[config.mk]
export PLATFORM = sky130hd
export DESIGN_NAME = ram_bist_ctrl
export DESIGN_NICKNAME = d
export VERILOG_FILES = /design/src/rtl/ram_bist_ctrl.sv
export SDC_FILE = /design/constraint.sdc
export NUM_CORES = 1
export LEC_CHECK = 0
export ABC_CLOCK_PERIOD_IN_PS = 2600
export CORE_MARGIN = 2
export CORE_UTILIZATION = 55
export DETAILED_ROUTE_END_ITERATION = 10
export GPL_ROUTABILITY_DRIVEN = 0
export GPL_TIMING_DRIVEN = 0
export PLACE_DENSITY = 0.84
export SLEW_MARGIN = 20
export SYNTH_ARGS = -nofsm -noshare
export SYNTH_HDL_FRONTEND = slang
export SYNTH_SLANG_ARGS = --single-unit
export TNS_END_PERCENT = 100
[constraint.sdc]
create_clock -name clk -period 2.6 [get_ports clk]
set_input_delay 0.52 -clock clk [delete_from_list [all_inputs] [get_ports clk]]
set_output_delay 0.52 -clock clk [all_outputs]
set_load 0.1 [all_outputs]
[src/rtl/ram_bist_ctrl.sv]
// RAM built-in self-test controller: writes a pattern, reads it back, then repeats with the
// inverted pattern, counting read-back mismatches and remembering the first failing address.
module ram_bist_ctrl #(
  parameter int                    DATA_WIDTH = 8,
  parameter int                    ADDR_WIDTH = 4,
  parameter logic [DATA_WIDTH-1:0] PATTERN    = 8'hA5
) (
  input  logic                  clk,
  input  logic                  reset,
  input  logic                  start,
  input  logic [DATA_WIDTH-1:0] data_out,
  output logic [DATA_WIDTH-1:0] data_in,
  output logic [ADDR_WIDTH-1:0] address,
  output logic                  write_enb,
  output logic                  read_enb,
  output logic                  busy,
  output logic                  done,
  output logic                  pass,
  output logic [7:0]            err_count,
  output logic [ADDR_WIDTH-1:0] first_fail_addr
);

  localparam logic [2:0] S_IDLE  = 3'd0;
  localparam logic [2:0] S_WR0   = 3'd1;
  localparam logic [2:0] S_RD0   = 3'd2;
  localparam logic [2:0] S_WR1   = 3'd3;
  localparam logic [2:0] S_RD1   = 3'd4;
  localparam logic [2:0] S_CHECK = 3'd5;

  localparam logic [ADDR_WIDTH-1:0] LAST_ADDR = '1;

  logic [2:0]            state_q, state_d;
  logic [ADDR_WIDTH-1:0] addr_q, addr_d;
  logic [ADDR_WIDTH-1:0] addr_out_q, addr_out_d;
  logic [DATA_WIDTH-1:0] data_in_q, data_in_d;
  logic                  we_q, we_d;
  logic                  re_q, re_d;
  logic                  busy_q, busy_d;
  logic                  done_q, done_d;
  logic                  pass_q, pass_d;
  logic [7:0]            err_q, err_d;
  logic [ADDR_WIDTH-1:0] ffa_q, ffa_d;
  logic                  cmp_valid_q, cmp_valid_d;
  logic [DATA_WIDTH-1:0] exp_q, exp_d;
  logic [ADDR_WIDTH-1:0] cmp_addr_q, cmp_addr_d;
  logic                  last_addr;
  logic                  mismatch;

  function automatic logic [DATA_WIDTH-1:0] pattern_at(input logic [ADDR_WIDTH-1:0] a,
                                                       input logic inv);
    logic [DATA_WIDTH-1:0] v;
    v = PATTERN ^ DATA_WIDTH'(a);
    return inv ? ~v : v;
  endfunction

  assign last_addr = (addr_q == LAST_ADDR);

  always_comb begin
    state_d = state_q;
    addr_d  = addr_q;
    case (state_q)
      S_IDLE: begin
        if (start) begin
          state_d = S_WR0;
          addr_d  = '0;
        end
      end
      S_WR0: begin
        addr_d = addr_q + ADDR_WIDTH'(1);
        if (last_addr) state_d = S_RD0;
      end
      S_RD0: begin
        addr_d = addr_q + ADDR_WIDTH'(1);
        if (last_addr) state_d = S_WR1;
      end
      S_WR1: begin
        addr_d = addr_q + ADDR_WIDTH'(1);
        if (last_addr) state_d = S_RD1;
      end
      S_RD1: begin
        addr_d = addr_q + ADDR_WIDTH'(1);
        if (last_addr) state_d = S_CHECK;
      end
      S_CHECK: begin
        state_d = S_IDLE;
        addr_d  = '0;
      end
      default: begin
        state_d = S_IDLE;
        addr_d  = '0;
      end
    endcase
  end

  // Strobes are registered from the next state so every RAM-facing output comes off a flop.
  always_comb begin
    we_d       = (state_d == S_WR0) || (state_d == S_WR1);
    re_d       = (state_d == S_RD0) || (state_d == S_RD1);
    busy_d     = (state_d != S_IDLE);
    addr_out_d = (we_d || re_d) ? addr_d : '0;
    data_in_d  = we_d ? pattern_at(addr_d, state_d == S_WR1) : '0;
  end

  // The read issued last cycle returns data now; compare it one cycle later regardless of state.
  always_comb begin
    cmp_valid_d = re_q;
    exp_d       = pattern_at(addr_out_q, state_q == S_RD1);
    cmp_addr_d  = addr_out_q;
    mismatch    = cmp_valid_q && (data_out != exp_q);
    err_d       = err_q;
    ffa_d       = ffa_q;
    done_d      = done_q;
    pass_d      = pass_q;
    if ((state_q == S_IDLE) && start) begin
      err_d  = '0;
      ffa_d  = '0;
      done_d = 1'b0;
      pass_d = 1'b0;
    end else if (mismatch) begin
      if (err_q != 8'hFF) err_d = err_q + 8'd1;
      if (err_q == 8'd0)  ffa_d = cmp_addr_q;
    end
    if (state_q == S_CHECK) begin
      done_d = 1'b1;
      pass_d = (err_d == 8'd0);
    end
  end

  always_ff @(posedge clk or negedge reset) begin
    if (!reset) begin
      state_q     <= S_IDLE;
      addr_q      <= '0;
      addr_out_q  <= '0;
      data_in_q   <= '0;
      we_q        <= 1'b0;
      re_q        <= 1'b0;
      busy_q      <= 1'b0;
      done_q      <= 1'b0;
      pass_q      <= 1'b0;
      err_q       <= '0;
      ffa_q       <= '0;
      cmp_valid_q <= 1'b0;
      exp_q       <= '0;
      cmp_addr_q  <= '0;
    end else begin
      state_q     <= state_d;
      addr_q      <= addr_d;
      addr_out_q  <= addr_out_d;
      data_in_q   <= data_in_d;
      we_q        <= we_d;
      re_q        <= re_d;
      busy_q      <= busy_d;
      done_q      <= done_d;
      pass_q      <= pass_d;
      err_q       <= err_d;
      ffa_q       <= ffa_d;
      cmp_valid_q <= cmp_valid_d;
      exp_q       <= exp_d;
      cmp_addr_q  <= cmp_addr_d;
    end
  end

  assign data_in         = data_in_q;
  assign address         = addr_out_q;
  assign write_enb       = we_q;
  assign read_enb        = re_q;
  assign busy            = busy_q;
  assign done            = done_q;
  assign pass            = pass_q;
  assign err_count       = err_q;
  assign first_fail_addr = ffa_q;

endmodule

[Word-level counts from Yosys, hierarchy flattened]
Index checks and enable logic that the tools add are counted.
W data, S select, Z words.
Word-level totals
  register bits: 49
  logic and storage cells: 67
  input port bits: 11
  output and inout bits: 29
Cells by class
  reductions and logical operators: 14
  add/subtract/negate cells: 2
  equality and inequality tests: 12
  bitwise gates (word level): 4
  mux-type cells: 21
Operator list (number)
  $mux W8: 6
  $mux W4: 5
  $logic_not A8 Y1: 2
  $not A8 Y8: 2
  $mux W3: 5
  $pmux W3 S5: 1
  $eq A3 B2 Y1 const B: 4
  $eq A3 B3 Y1 const B: 3
  $add A8 B1 Y8 const B: 1
  $ne A8 B8 Y1: 1
  $ne A8 B8 Y1 const B: 1
  $not A2 Y4: 2
  $pmux W4 S2: 1
  $eq A3 B1 Y1 const B: 2
  $reduce_bool A2 Y1: 3
  $add A4 B1 Y4 const B: 1
  $eq A4 B4 Y1 const B: 1
  $reduce_or A4 Y1: 1
  $logic_not A3 Y1: 1
  $logic_or A1 B1 Y1: 3
  $mux W1: 3
  $reduce_bool A3 Y1: 1
  $logic_and A1 B1 Y1: 2
  $reduce_and A2 Y1: 1

[Depth between registers and ports, before layout]
Gate-level depths: netlist of the first run.
  word-level depth: 7
  gate-level depth with buffers: 8
  gate-level depth less buffers: 7

[Worst setup path before layout of the first run]
No wires, ideal clock.
  path kind: reg2reg
  start point: reg err_q[0] (netlist: err_count[0])
  end point: reg pass_q (netlist: pass)
  cell stages (with the launch flop): 8
  required time: 2.523 ns
  buffers on the path: 0
  clock period less this slack: 2.528 ns
  data arrival time: 2.452 ns
  library setup time: 0.077 ns
  slack: 0.072 ns
  cell sequence: dfrtp_1 > ha_1 > and4_1 > nand2_1 > a211oi_1 > mux2i_2 > o2111ai_1 > o21ai_1
On the way
  longest elaborated chain between the ends: 6
  elaborated cells on any way between the ends: 7
  classes of those cells: 1 x add/sub; 1 x eq/ne; 4 x mux; 1 x reduce/logical
RTL lines
  start, declared: RTL line 41  | logic [7:0] err_q, err_d;
  start signal, assigned: RTL line 155  | err_q <= err_d;
  $add A8 B1 Y8 or $ne A8 B8 Y1 (tied branches): RTL line 120  | if (err_q != 8'hFF) err_d = err_q + 8'd1;
  $mux W8: RTL line 120
  $mux W8 (*): RTL line 119  | end else if (mismatch) begin
  $mux W8 (*): RTL line 114  | if ((state_q == S_IDLE) && start) begin
  $logic_not A8 Y1 (*): RTL line 125  | pass_d = (err_d == 8'd0);
  $mux W1 (*): RTL line 123  | if (state_q == S_CHECK) begin
  end signal, assigned: RTL line 154  | pass_q <= pass_d;
  end, declared: RTL line 40  | logic pass_q, pass_d;
Every way passes the cells marked *; elsewhere a longest branch is shown, timed or not.
A chain may end at the register's enable or synchronous reset.

[Final worst setup path of the first run]
  start point: reg err_q[3] (netlist: err_count[3])
  end point: out err_count[3]
RTL lines
  end, declared: RTL line 19  | output logic [7:0] err_count,
No word-level cell between the ends.

==> results of run 1 <==
-- layout by cell type, fill, tap and decap left out, drive strengths merged, types with 6 or more instances in the layout --
cell type / count
nor3: 7
clkdlybuf4s50: 38
buf: 8
xor2: 12
xnor2: 7
nor2: 22
mux2i: 6
nand2: 8
a21oi: 12
nand3: 9
inv: 12
clkbuf: 12
dfrtp: 45
-- layout make-up --
class / instances / area share, %
clock inverter: 1 / 0.185
tap: 48 / 2.22
timing repair buffer: 40 / 15.2
sequential: 45 / 41.6
inverter: 12 / 1.66
buffer: 11 / 2.17
clock buffer: 7 / 3.55
multi-input combinational: 135 / 33.4
-- per-layer routing --
| layer | share of wire [%] | global-route usage [%] | vias up |
|---|---|---|---|
| li1 | - | - | 788 |
| met1 | 45 | 28.5 | 771 |
| met2 | 48 | 32.5 | 48 |
| met3 | 5.6 | 3.92 | 5 |
| met4 | 1.2 | 7.65 | 0 |
| met5 | 0 | 0 | - |
-- power groups by stage --
stage	logic, mW	clock network [mW]	registers, mW
global route	0.942	0.497	0.860
detailed placement	0.898	0	0.865
CTS	0.899	0.467	0.851
floorplan	0.227	0	1.31
global placement	0.880	0	0.857
finish	0.895	0.455	0.851
-- cell usage after synthesis, drive strengths merged (2+ instances only) --
library cell  number  area [sq um]
and3               4          25.0
ha                 3          37.5
nand3              9          45.0
a21oi             12          63.8
nor3b              2          15.0
nor3               7          35.0
nand4              2          12.5
nand2b             3          18.8
dfrtp             45          1130
or3                2          17.5
clkbuf             5          18.8
buf                6          40.0
nor2              22          82.6
nor4               2          18.8
inv               12          45.0
and4               3          26.3
and2               4          27.5
nand2              8          30.0
mux2i              6          63.8
xor2              12           105
o21ai              4          23.8
xnor2              7          61.3
nor2b              2          12.5
o2111ai            2          17.5
a211oi             4          35.0
-- flip-flops by register name, indices dropped and copies added, names as in the netlist --
name and flops:
address 4, err_count 8, cmp_valid_q 1, data_in 6, busy 1, cmp_addr_q 4, first_fail_addr 4, state_q 3
addr_q 4, exp_q 6, write_enb 1, done 1, read_enb 1, pass 1
-- logic make-up (layout without fill, tap and decap cells) --
logic type,after synthesis,in the layout,synth area share (%)
and+or+nand+nor,73,73,18.2
DFF,45,45,52.7
AOI/OAI and AO/OA,34,34,11.7
buffers and inverters,23,71,4.86
xor gates and xnor gates,19,19,7.79
muxes,6,6,2.99
adders and majority gates,3,3,1.76
-- stage by stage --
step / instance area (sq um) / hold slack, ps / setup slack (ps) / util, %
final: 2710 / 196 / 99.6 / 73.5
after global routing: 2710 / 232 / 41.5 / 73.5
after CTS: 2710 / 205 / 83.8 / 73.5
after detailed placement: 2610 / 363 / 149 / 70.7
after global placement: 2590 / 355 / -126 / 70.1
after floorplan: 2140 / 224 / 71.9 / -
-- worst max path at each step --
stage	to	slack [ps]	depth (start not counted)
floorplan	pass	70	7
global placement	data_in[6]	-130	1
detailed placement	first_fail_addr[0]	150	8
CTS	err_count[3]	80	1
global route	err_count[0]	40	1
finish	err_count[3]	100	1
==> reports/summary.md, run 1 <==
The worst-case IR drop observed on VDD is 0.422 mV. The clock transition time at the flip-flop clock pins of the worst setup and hold paths was 80 ps. Critical path capture point type: an output pin. For the initial antenna violation count, the log shows 0. The tools report the launch point of the worst reg-to-reg path as err_count[0].

The count of final hold-check violations is 0. The sum of buffers and inverters on the critical path is 1. After detailed routing, the number of remaining DRC violations is 0. The root buffer cell chosen for the clock tree is sky130_fd_sc_hd__clkbuf_8.

After routing, the total negative slack on setup checks comes to 0 ps. Power spread over the standard cell area amounts to 812 mW/mm^2. The detail route stage leaves a number of antenna-violating nets equal to 0. The net count after synthesis came out at 217.

The tools report the count of yosys warnings during synthesis as 0. The dominant synthesized flop cell was sky130_fd_sc_hd__dfrtp_1. The clock network is responsible for 20.7% of the overall power. The worst register-to-register path has a setup slack of 460 ps. The tools report the area of the die as 0.00440 sq mm. The cell at the slowest stage of the critical path was sky130_fd_sc_hd__clkdlybuf4s50_1. The minimum period implied by the final worst setup slack was 2500 ps; the switching component of the power was 0.953 mW.

For this design the static power due to leakage is 1.20 nW. Setup violations remaining at the end of the flow were counted as 0. In the final layout, flip-flops and latches occupy 0.00113 sq mm. The highest attainable clock frequency was 400 MHz; the number of filler cells placed in the layout was 261. After technology mapping, the gate count stands at 203. Setup repair after global routing left no endpoint under its margin. The relative slew slack is 32.8%.

Summing over every cut layer, the via total after detailed routing is 1612. Per report_power, the combinational group accounts for 40.7% of the total. The logs give 3030 um for the placed wire-length estimate and 51 for the post-synthesis cell type count.

The total routing usage reported by global routing is 20.7%, and the row count is 22. Type of the worst min-delay path: primary input to async pin. The count of hold buffers inserted by post-cts repair was 0; the H-tree depth reported by CTS was 2. The tools report the wire length of the first global-routing pass as 6810 um. The run gives 0 as the final-report max-slew violation count. In this design, the largest share of critical-path delay is due to buffers and inverters. Switching power as a share of total power: 43.3%. The worst setup path is launched from a register.

Counting flops and latches in the post-synthesis netlist gives 45. The run gives 2080 ps as the required time reported for the critical path endpoint. Leaving out filler cells and counting taps, the final layout contains 299. The worst register-to-register path has a depth of 7. The tools report the number of global-route vias before repair as 1484.

At the pin with the least slew margin, the transition time is 1010 ps. In the final layout, the multi-input gates occupy 906 sq um. Counting the buffers created by CTS gives 5. The arrival time of data at the critical path endpoint came out at 1980 ps. At the later pin of the worst-skew pair, clock insertion delay measures 290 ps. The longest individual stage delay on the worst path came out at 1190 ps. The number of placed instances, taps included, is 291.

The share of the Yosys chip area taken by registers is 52.7%. Measured along the x axis, the die boundary spans 66.3 um. Power comes to 2.20 mW. Final routed wire length divided by cell count: 13.4 um. The ratio of final minimum period to clock period was 96.2%; the maximum number of pins on one net before global-route repair was 25. The logs give 5 for the first-pass iteration count of the detailed router and 45 for the clock net sink count. Max-cap check violation count: 0. In this run the worst setup path begins at err_count[3]. The run gives 57.9% as the starting utilization of the core area. The capturing point of the worst reg2reg path is pass. The critical path is of the register to output pin type. The final global-route overflow total was 0; the count of input and output buffers was 39. The count of buffers added by post-CTS timing repair for setup was 0; the top-level I/O count was 40. The logs give 264 for the number of nets in the finished design and 0 for the quantity of gates resized following cts. Cells with a size suffix above 1 make up 9.56% of the layout. The number of flops mapped to enable cells by yosys works out to 0. The logs give 7.12 ps for the final clock skew and 0 for the count of inserted antenna diode cells. The post-synthesis cell area was 0.00214 sq mm. TritonCTS built the clock tree. The run gives 4010 um as the total detailed-routing wirelength. The area growth from synthesis to final layout was 26.9%. Traced cell by cell, the critical path runs through clkdlybuf4s50_1.

A synthesized cell averages 10.5 sq um. The core region is 0.00369 sq mm. The number of buffers between clock root and the deepest sink is 2, and the mean number of vias per cell is 5.39. The share of flip-flops with an asynchronous set or reset is 100%.

The flow ran to the end, and the final reports show no timing, DRC or antenna violations. Of the total power, registers draw 38.7%. The die is 66.3 um tall. Of all nets on the critical path, the largest fanout is 9. For this block, the initial DRC count from the detailed router was 101. Internal power comes to 1.25 mW.
Note: power is estimated with default switching activity, not from simulation.
==> run 2, diff against run 1 <==
--- a/config.mk
+++ b/config.mk
@@ -5,13 +5,14 @@
 export SDC_FILE = /design/constraint.sdc
 export NUM_CORES = 1
 export LEC_CHECK = 0
-export ABC_CLOCK_PERIOD_IN_PS = 2600
+export ABC_CLOCK_PERIOD_IN_PS = 2500
 export CORE_MARGIN = 2
-export CORE_UTILIZATION = 55
+export CORE_UTILIZATION = 51
 export DETAILED_ROUTE_END_ITERATION = 10
 export GPL_ROUTABILITY_DRIVEN = 0
 export GPL_TIMING_DRIVEN = 0
-export PLACE_DENSITY = 0.84
+export PLACE_DENSITY = 0.78
+export SETUP_SLACK_MARGIN = 0.05
 export SLEW_MARGIN = 20
 export SYNTH_ARGS = -nofsm -noshare
 export SYNTH_HDL_FRONTEND = slang
==> constraint.sdc (replaced) <==
create_clock -name clk -period 2.5 [get_ports clk]
set_input_delay 0.5 -clock clk [delete_from_list [all_inputs] [get_ports clk]]
set_output_delay 0.5 -clock clk [all_outputs]
set_load 0.1 [all_outputs]
==> reports/summary.md, run 2 (synthesized netlist as in run 1, its figures left out) <==
The initial detailed-routing violation count was 89 (was 101). The post-route antenna net violation count was 0 (unchanged); the max-cap check violation count was 0 (unchanged). The final routed wire length divided by cell count was 14.0 um (was 13.4 um); the longest individual stage delay on the worst path was 1150 ps (was 1190 ps). The run gives 34.0% (was 32.8%) as the relative slew slack. The count of buffers added by post-CTS timing repair for setup came out at 0 (unchanged).

Area growth from synthesis to final layout: 26.0% (was 26.9%). The tools report the number of filler cells placed in the layout as 352 (was 261). The total power after layout came out at 2.24 mW (was 2.20 mW).

The tools report the row count as 23 (was 22). The critical path capture point type was an output pin (unchanged). The area of the die is 0.00472 sq mm (was 0.00440 sq mm). The run gives 419 MHz as the highest attainable clock frequency. The mean number of vias per cell works out to 5.51 (was 5.39). The switching power as a share of total power is 45.0% (was 43.3%). The logs give 1.22 nW (was 1.20 nW) for the reported leakage power and 4 (was 5) for the first-pass iteration count of the detailed router. For the source-to-sink clock delay at the later pin of the worst-skew pair, the log shows 300 ps (was 290 ps).

The logs give 1890 ps (was 1980 ps) for the arrival time of data at the critical path endpoint and 5.81 ps (was 7.12 ps) for the final clock skew. The maximum number of pins on one net before global-route repair came out at 35 (was 25). The number of nets in the finished design was 264 (unchanged). Family with the most delay on the worst path: buffers and inverters (unchanged).

The ratio of final minimum period to clock period was 95.5%; the total detailed-routing wirelength was 4210 um (was 4010 um). The type of the worst min-delay path is primary input to async pin (unchanged). The quantity of gates resized following cts was 3 (was 0); the number of instances in the placed design was 293 (was 291).

The minimum period implied by the final worst setup slack is 2390 ps, and the width of the chip is 68.7 um (was 66.3 um). Maximum net fanout on the critical path: 9 (unchanged). Kind of start point of the critical path: a register (unchanged). The buffer cell driving the clock tree root is sky130_fd_sc_hd__clkbuf_8 (unchanged). The sequential share of power is 39.6% (was 38.7%), and the peak supply drop is 0.344 mV (was 0.422 mV). The run gives 19.7% (was 20.7%) as the total routing usage reported by global routing. For the number of clock buffers inserted by TritonCTS, the log shows 5 (unchanged). For the final global-route overflow total, the log shows 0 (unchanged). The number of buffers between clock root and the deepest sink was 2 (unchanged); the clock transition time at the flip-flop clock pins of the worst setup and hold paths was 80 ps (about the same). The logs give 1.01 mW (was 0.953 mW) for the switching component of the power and 53.0% (was 57.9%) for the starting utilization of the core area. The run gives 1658 (was 1612) as the total number of vias. The run gives 0 (unchanged) as the count of inserted antenna diode cells. The post-route cell area is 0.00269 sq mm (was 0.00271 sq mm), and the transition at the pin with the smallest max-transition slack is 987 ps (was 1010 ps).

Most common library cell in the layout ignoring fill and taps: sky130_fd_sc_hd__dfrtp_1 (unchanged). The count of hold buffers inserted by post-cts repair is 0 (unchanged), and the combinational cell fraction of total power is 40.9% (was 40.7%). Number of global-route vias before repair: 1556 (was 1484). The count of final hold-check violations is 0 (unchanged). The standard cell core area came out at 0.00403 sq mm (was 0.00369 sq mm). The number of setup violations in the final report is 0 (unchanged), and the final-report max-slew violation count is 0 (unchanged). The run gives 0 (unchanged) as the post-route DRC violation count. The tools report the share of total power in the clock network as 19.5% (was 20.7%). Initial antenna violation count: 0 (unchanged).

The height of the die was 68.7 um (was 66.3 um). Setup repair after global routing left no endpoint under its margin. The run gives 1.23 mW (was 1.25 mW) as the internal power. Most frequent cells in the layout: sky130_fd_sc_hd__dfrtp_1, sky130_fd_sc_hd__clkdlybuf4s50_1, sky130_fd_sc_hd__nor2_1 (unchanged).

The sum of buffers and inverters on the critical path works out to 1 (unchanged). The flow ran to the end, and the final reports show no timing, DRC or antenna violations. The count of placed standard cells in the final layout, fillers left out was 301 (was 299); the ratio of cells with drive above 1 in the final layout was 9.56% (unchanged).

Power per unit of standard cell area: 834 mW/mm^2 (was 812 mW/mm^2). The setup slack of the most critical reg-to-reg path is 460 ps (about the same), and the total negative setup slack is 0 ps (unchanged). Clock net sink count: 45 (unchanged). The post-detailed-placement cell area came out at 0.00261 sq mm (about the same). Cell at the slowest stage of the critical path: sky130_fd_sc_hd__clkdlybuf4s50_1 (unchanged). TritonCTS built the clock tree.

The count of input and output buffers was 39 (unchanged); the H-tree depth reported by CTS was 2 (unchanged). The placed wire-length estimate was 3080 um (was 3030 um). The critical path class is register to output pin (unchanged). For the required time reported for the critical path endpoint, the log shows 2000 ps (was 2080 ps).

The number of flip-flops under the largest register name is 8 (unchanged). The wire length of the first global-routing pass is 6870 um (was 6810 um), and the top-level I/O count is 40 (unchanged). Cell Chain, Critical Path: clkdlybuf4s50_1 (unchanged).
-- run 2: cell types whose count changed in the layout (fill, tap and decap cells not counted), moves of 2 or more --
| cell | previous run | this run |
|---|---|---|
| sky130_fd_sc_hd__clkdlybuf4s50_1 | 38 | 33 |
| sky130_fd_sc_hd__dlygate4sd2_1 | 0 | 3 |
| sky130_fd_sc_hd__clkbuf_1 | 5 | 7 |
| sky130_fd_sc_hd__clkbuf_8 | 7 | 5 |
| sky130_fd_sc_hd__dfrtp_1 | 45 | 43 |
| sky130_fd_sc_hd__dfrtp_2 | 0 | 2 |
| sky130_fd_sc_hd__dlymetal6s2s_1 | 0 | 2 |
-- run 2: final timing paths --
| path | startpoint | endpoint | cells after the start |
|---|---|---|---|
| worst max-delay path | err_count[0] | err_count[0] | 1 |
| worst min-delay path | reset | exp_q[6] | 1 |
| worst max register to register | err_count[0] | pass | 7 |
| worst min register to register | read_enb | cmp_valid_q | 0 |
| max in group asynchronous | reset | err_count[0] | 2 |
| min in group clk | read_enb | cmp_valid_q | 0 |
-- run 2: cell type report --
class	count	area [sq um]	area share (%)
sequential	45	1130	41.9
clock inverter	1	7.51	0.279
buffer	11	58.8	2.19
clock buffer	7	76.3	2.84
tap	50	62.6	2.32
timing repair buffer	40	407	15.1
inverter	12	45.0	1.67
multi-input combinational	135	906	33.7
-- run 2: power by group through the flow --
stage,Sequential [mW],Combinational (mW),Clock [mW]
after floorplan,1.36,0.236,0
after global placement,0.902,0.916,0
after detailed placement,0.902,0.932,0
after CTS,0.888,0.922,0.455
after global routing,0.898,0.979,0.482
final,0.889,0.918,0.437
-- run 2: metal layers --
| metal | global-route usage (%) | part of all wire (%) |
|---|---|---|
| met5 | 0 | 0 |
| met4 | 7.60 | 2.0 |
| met3 | 5.19 | 5.1 |
| met2 | 33.8 | 50 |
| met1 | 23.8 | 43 |
-- run 2: per-stage QoR --
step                      util (%)  setup WS [ps]  hold WS, ps
after floorplan                  -            189          204
after global placement        64.3           -364          382
after detailed placement      64.7            139          394
after CTS                     66.7           59.3         77.1
after global routing          66.8           60.3         88.4
final                         66.8            113         77.1
==> run 3, diff against run 2 <==
--- a/config.mk
+++ b/config.mk
@@ -10,7 +10,6 @@
 export CORE_UTILIZATION = 51
 export DETAILED_ROUTE_END_ITERATION = 10
 export GPL_ROUTABILITY_DRIVEN = 0
-export GPL_TIMING_DRIVEN = 0
 export PLACE_DENSITY = 0.78
 export SETUP_SLACK_MARGIN = 0.05
 export SLEW_MARGIN = 20
==> reports/summary.md, run 3 (synthesized netlist as in run 1, its figures left out) <==
The run gives 0.00403 sq mm (unchanged) as the standard cell core area. The critical path capture point type is a register (was an output pin). The ratio of final minimum period to clock period was 82.0% (was 95.5%); the final-report max-slew violation count was 0 (unchanged).

The share of total power in the clock network came out at 19.7% (was 19.5%). The logs give 45 (unchanged) for the clock net sink count and 1.20 nW (was 1.22 nW) for the reported leakage power. The maximum net fanout on the critical path is 11 (was 9), and the top-level I/O count is 40 (unchanged).

The tools report the starting utilization of the core area as 53.0% (unchanged). Final clock skew: 6.37 ps (was 5.81 ps). For the total detailed-routing wirelength, the log shows 4030 um (was 4210 um). The total routing usage reported by global routing was 19.7% (about the same). The run gives 1.24 mW (was 1.23 mW) as the internal power. The sequential share of power was 40.5% (was 39.6%).

The run finished with clean final reports. The setup slack of the most critical reg-to-reg path was 490 ps (was 460 ps); the number of filler cells placed in the layout was 358 (was 352). Most frequent cells in the layout: sky130_fd_sc_hd__dfrtp_1, sky130_fd_sc_hd__buf_4, sky130_fd_sc_hd__nor2_1 (was sky130_fd_sc_hd__dfrtp_1, sky130_fd_sc_hd__clkdlybuf4s50_1, sky130_fd_sc_hd__nor2_1). For the highest attainable clock frequency, the log shows 488 MHz (was 419 MHz). The max-cap check violation count came out at 0 (unchanged). The switching power as a share of total power was 44.2% (was 45.0%).

The final global-route overflow total was 0 (unchanged). The most common library cell in the layout ignoring fill and taps was sky130_fd_sc_hd__dfrtp_1 (unchanged). The logs give 2730 ps (was 2000 ps) for the required time reported for the critical path endpoint and 1485 (was 1556) for the number of global-route vias before repair. The clock transition time at the flip-flop clock pins of the worst setup and hold paths is 80 ps (about the same), and the total number of vias is 1563 (was 1658). The number of flip-flops under the largest register name came out at 8 (unchanged).

The peak supply drop is 0.345 mV (was 0.344 mV), and the first-pass iteration count of the detailed router is 4 (unchanged). The arrival time of data at the critical path endpoint is 2280 ps (was 1890 ps). The kind of start point of the critical path was a primary input (was a register).

The H-tree depth reported by CTS is 2 (unchanged), and the height of the die is 68.7 um (unchanged). Mean number of vias per cell: 5.35 (was 5.51). Buffer cell driving the clock tree root: sky130_fd_sc_hd__clkbuf_8 (unchanged). The post-route DRC violation count is 0 (unchanged), and the transition at the pin with the smallest max-transition slack is 600 ps (was 987 ps). TritonCTS built the clock tree. The power per unit of standard cell area is 865 mW/mm^2 (was 834 mW/mm^2). The count of buffers added by post-CTS timing repair for setup was 0 (unchanged); the switching component of the power was 0.984 mW (was 1.01 mW). Critical path class: primary input to register (was register to output pin).

For the initial detailed-routing violation count, the log shows 44 (was 89). The minimum period implied by the final worst setup slack works out to 2050 ps (was 2390 ps). The initial antenna violation count came out at 0 (unchanged). The tools report the count of hold buffers inserted by post-cts repair as 0 (unchanged). The placed wire-length estimate was 2960 um (was 3080 um); the count of inserted antenna diode cells was 0 (unchanged).

The combinational cell fraction of total power is 39.8% (was 40.9%). The type of the worst min-delay path is primary input to async pin (unchanged). The width of the chip is 68.7 um (unchanged). The logs give 0 (unchanged) for the post-route antenna net violation count and 2 (unchanged) for the number of buffers between clock root and the deepest sink. The number of setup violations in the final report was 0 (unchanged).

The ratio of cells with drive above 1 in the final layout works out to 21.1% (was 9.56%). The number of clock buffers inserted by TritonCTS was 5 (unchanged); the area of the die was 0.00472 sq mm (unchanged). The row count was 23 (unchanged); the number of nets in the finished design was 256 (was 264). The wire length of the first global-routing pass is 6750 um (was 6870 um), and the final routed wire length divided by cell count is 13.8 um (was 14.0 um). For the total negative setup slack, the log shows 0 ps (unchanged). The run gives 290 ps (was 300 ps) as the source-to-sink clock delay at the later pin of the worst-skew pair. The tools report the count of final hold-check violations as 0 (unchanged). The run gives 0 (was 3) as the quantity of gates resized following cts. Setup repair after global routing left no endpoint under its margin.

The area growth from synthesis to final layout was 20.4% (was 26.0%); the worst hold margin was 203 ps (was 77.1 ps). The count of input and output buffers is 39 (unchanged), and the relative slew slack is 60.0% (was 34.0%). The maximum number of pins on one net before global-route repair was 28 (was 35); the total power after layout was 2.23 mW (was 2.24 mW).
==> run 3: cell count changes in the layout (fill, tap and decap cells not counted), sizes merged <==
cell / delta
buf: +26
clkdlybuf4s50: -24
clkbuf: -5
dlygate4sd2: -3
dlymetal6s2s: -2
clkinvlp: -1
==> run 3: power groups by stage <==
stage	registers, mW	logic (mW)	clock network (mW)
2_1_floorplan	1.36	0.236	0
3_3_place_gp	0.914	0.884	0
3_5_place_dp	0.915	0.893	0
4_1_cts	0.901	0.894	0.453
5_1_grt	0.919	0.948	0.478
6_report	0.901	0.887	0.438
==> run 3: per-layer routing <==
| metal | share of wire, % | up-vias | wire [um] | GRT usage (%) |
|---|---|---|---|---|
| met5 | 0 | - | 0 | 0 |
| met4 | 1.5 | 0 | 59 | 6.62 |
| met3 | 4.6 | 5 | 186 | 4.55 |
| met2 | 52 | 31 | 2090 | 34.6 |
| met1 | 42 | 753 | 1690 | 23.9 |
| li1 | - | 774 | - | - |
==> run 3: cell type report <==
| cell class | instances | area, sq um | share of cell area (%) |
|---|---|---|---|
| clock buffers | 7 | 86.3 | 3.36 |
| inverters | 12 | 45.0 | 1.75 |
| multi-input cells | 135 | 906 | 35.2 |
| flip-flops and latches | 45 | 1130 | 43.9 |
| well taps | 50 | 62.6 | 2.43 |
| repair buffers | 43 | 343 | 13.3 |
==> run 3: path summary, 6_finish.rpt <==
check,startpoint,endpoint,cells past startpoint
max in group asynchronous,reset,first_fail_addr[0],2
hold reg to reg,read_enb,cmp_valid_q,0
min in group clk,read_enb,cmp_valid_q,0
setup / recovery,data_out[4],pass,8
setup reg to reg,err_count[0],pass,7
hold / removal,reset,err_count[4],1
==> run 3: through the flow <==
step                      cell area (sq um)  utilization (%)  std cells  setup WS, ps
after detailed placement               2480             61.7        285           151
after floorplan                        2140                -        203           189
after global placement                 2480             61.7        285           213
final                                  2570             63.8        292           449
after CTS                              2570             63.8        292           457
after global routing                   2570             63.8        292           299
==> run 3: critical path: stages <==
cell	delay, ps
sky130_fd_sc_hd__clkdlybuf4s50_1	420
sky130_fd_sc_hd__or3_1	420
sky130_fd_sc_hd__a22oi_4	190
sky130_fd_sc_hd__a21oi_2	90
sky130_fd_sc_hd__buf_4	200
sky130_fd_sc_hd__a211oi_2	190
sky130_fd_sc_hd__o2111ai_1	120
sky130_fd_sc_hd__o21ai_1	130
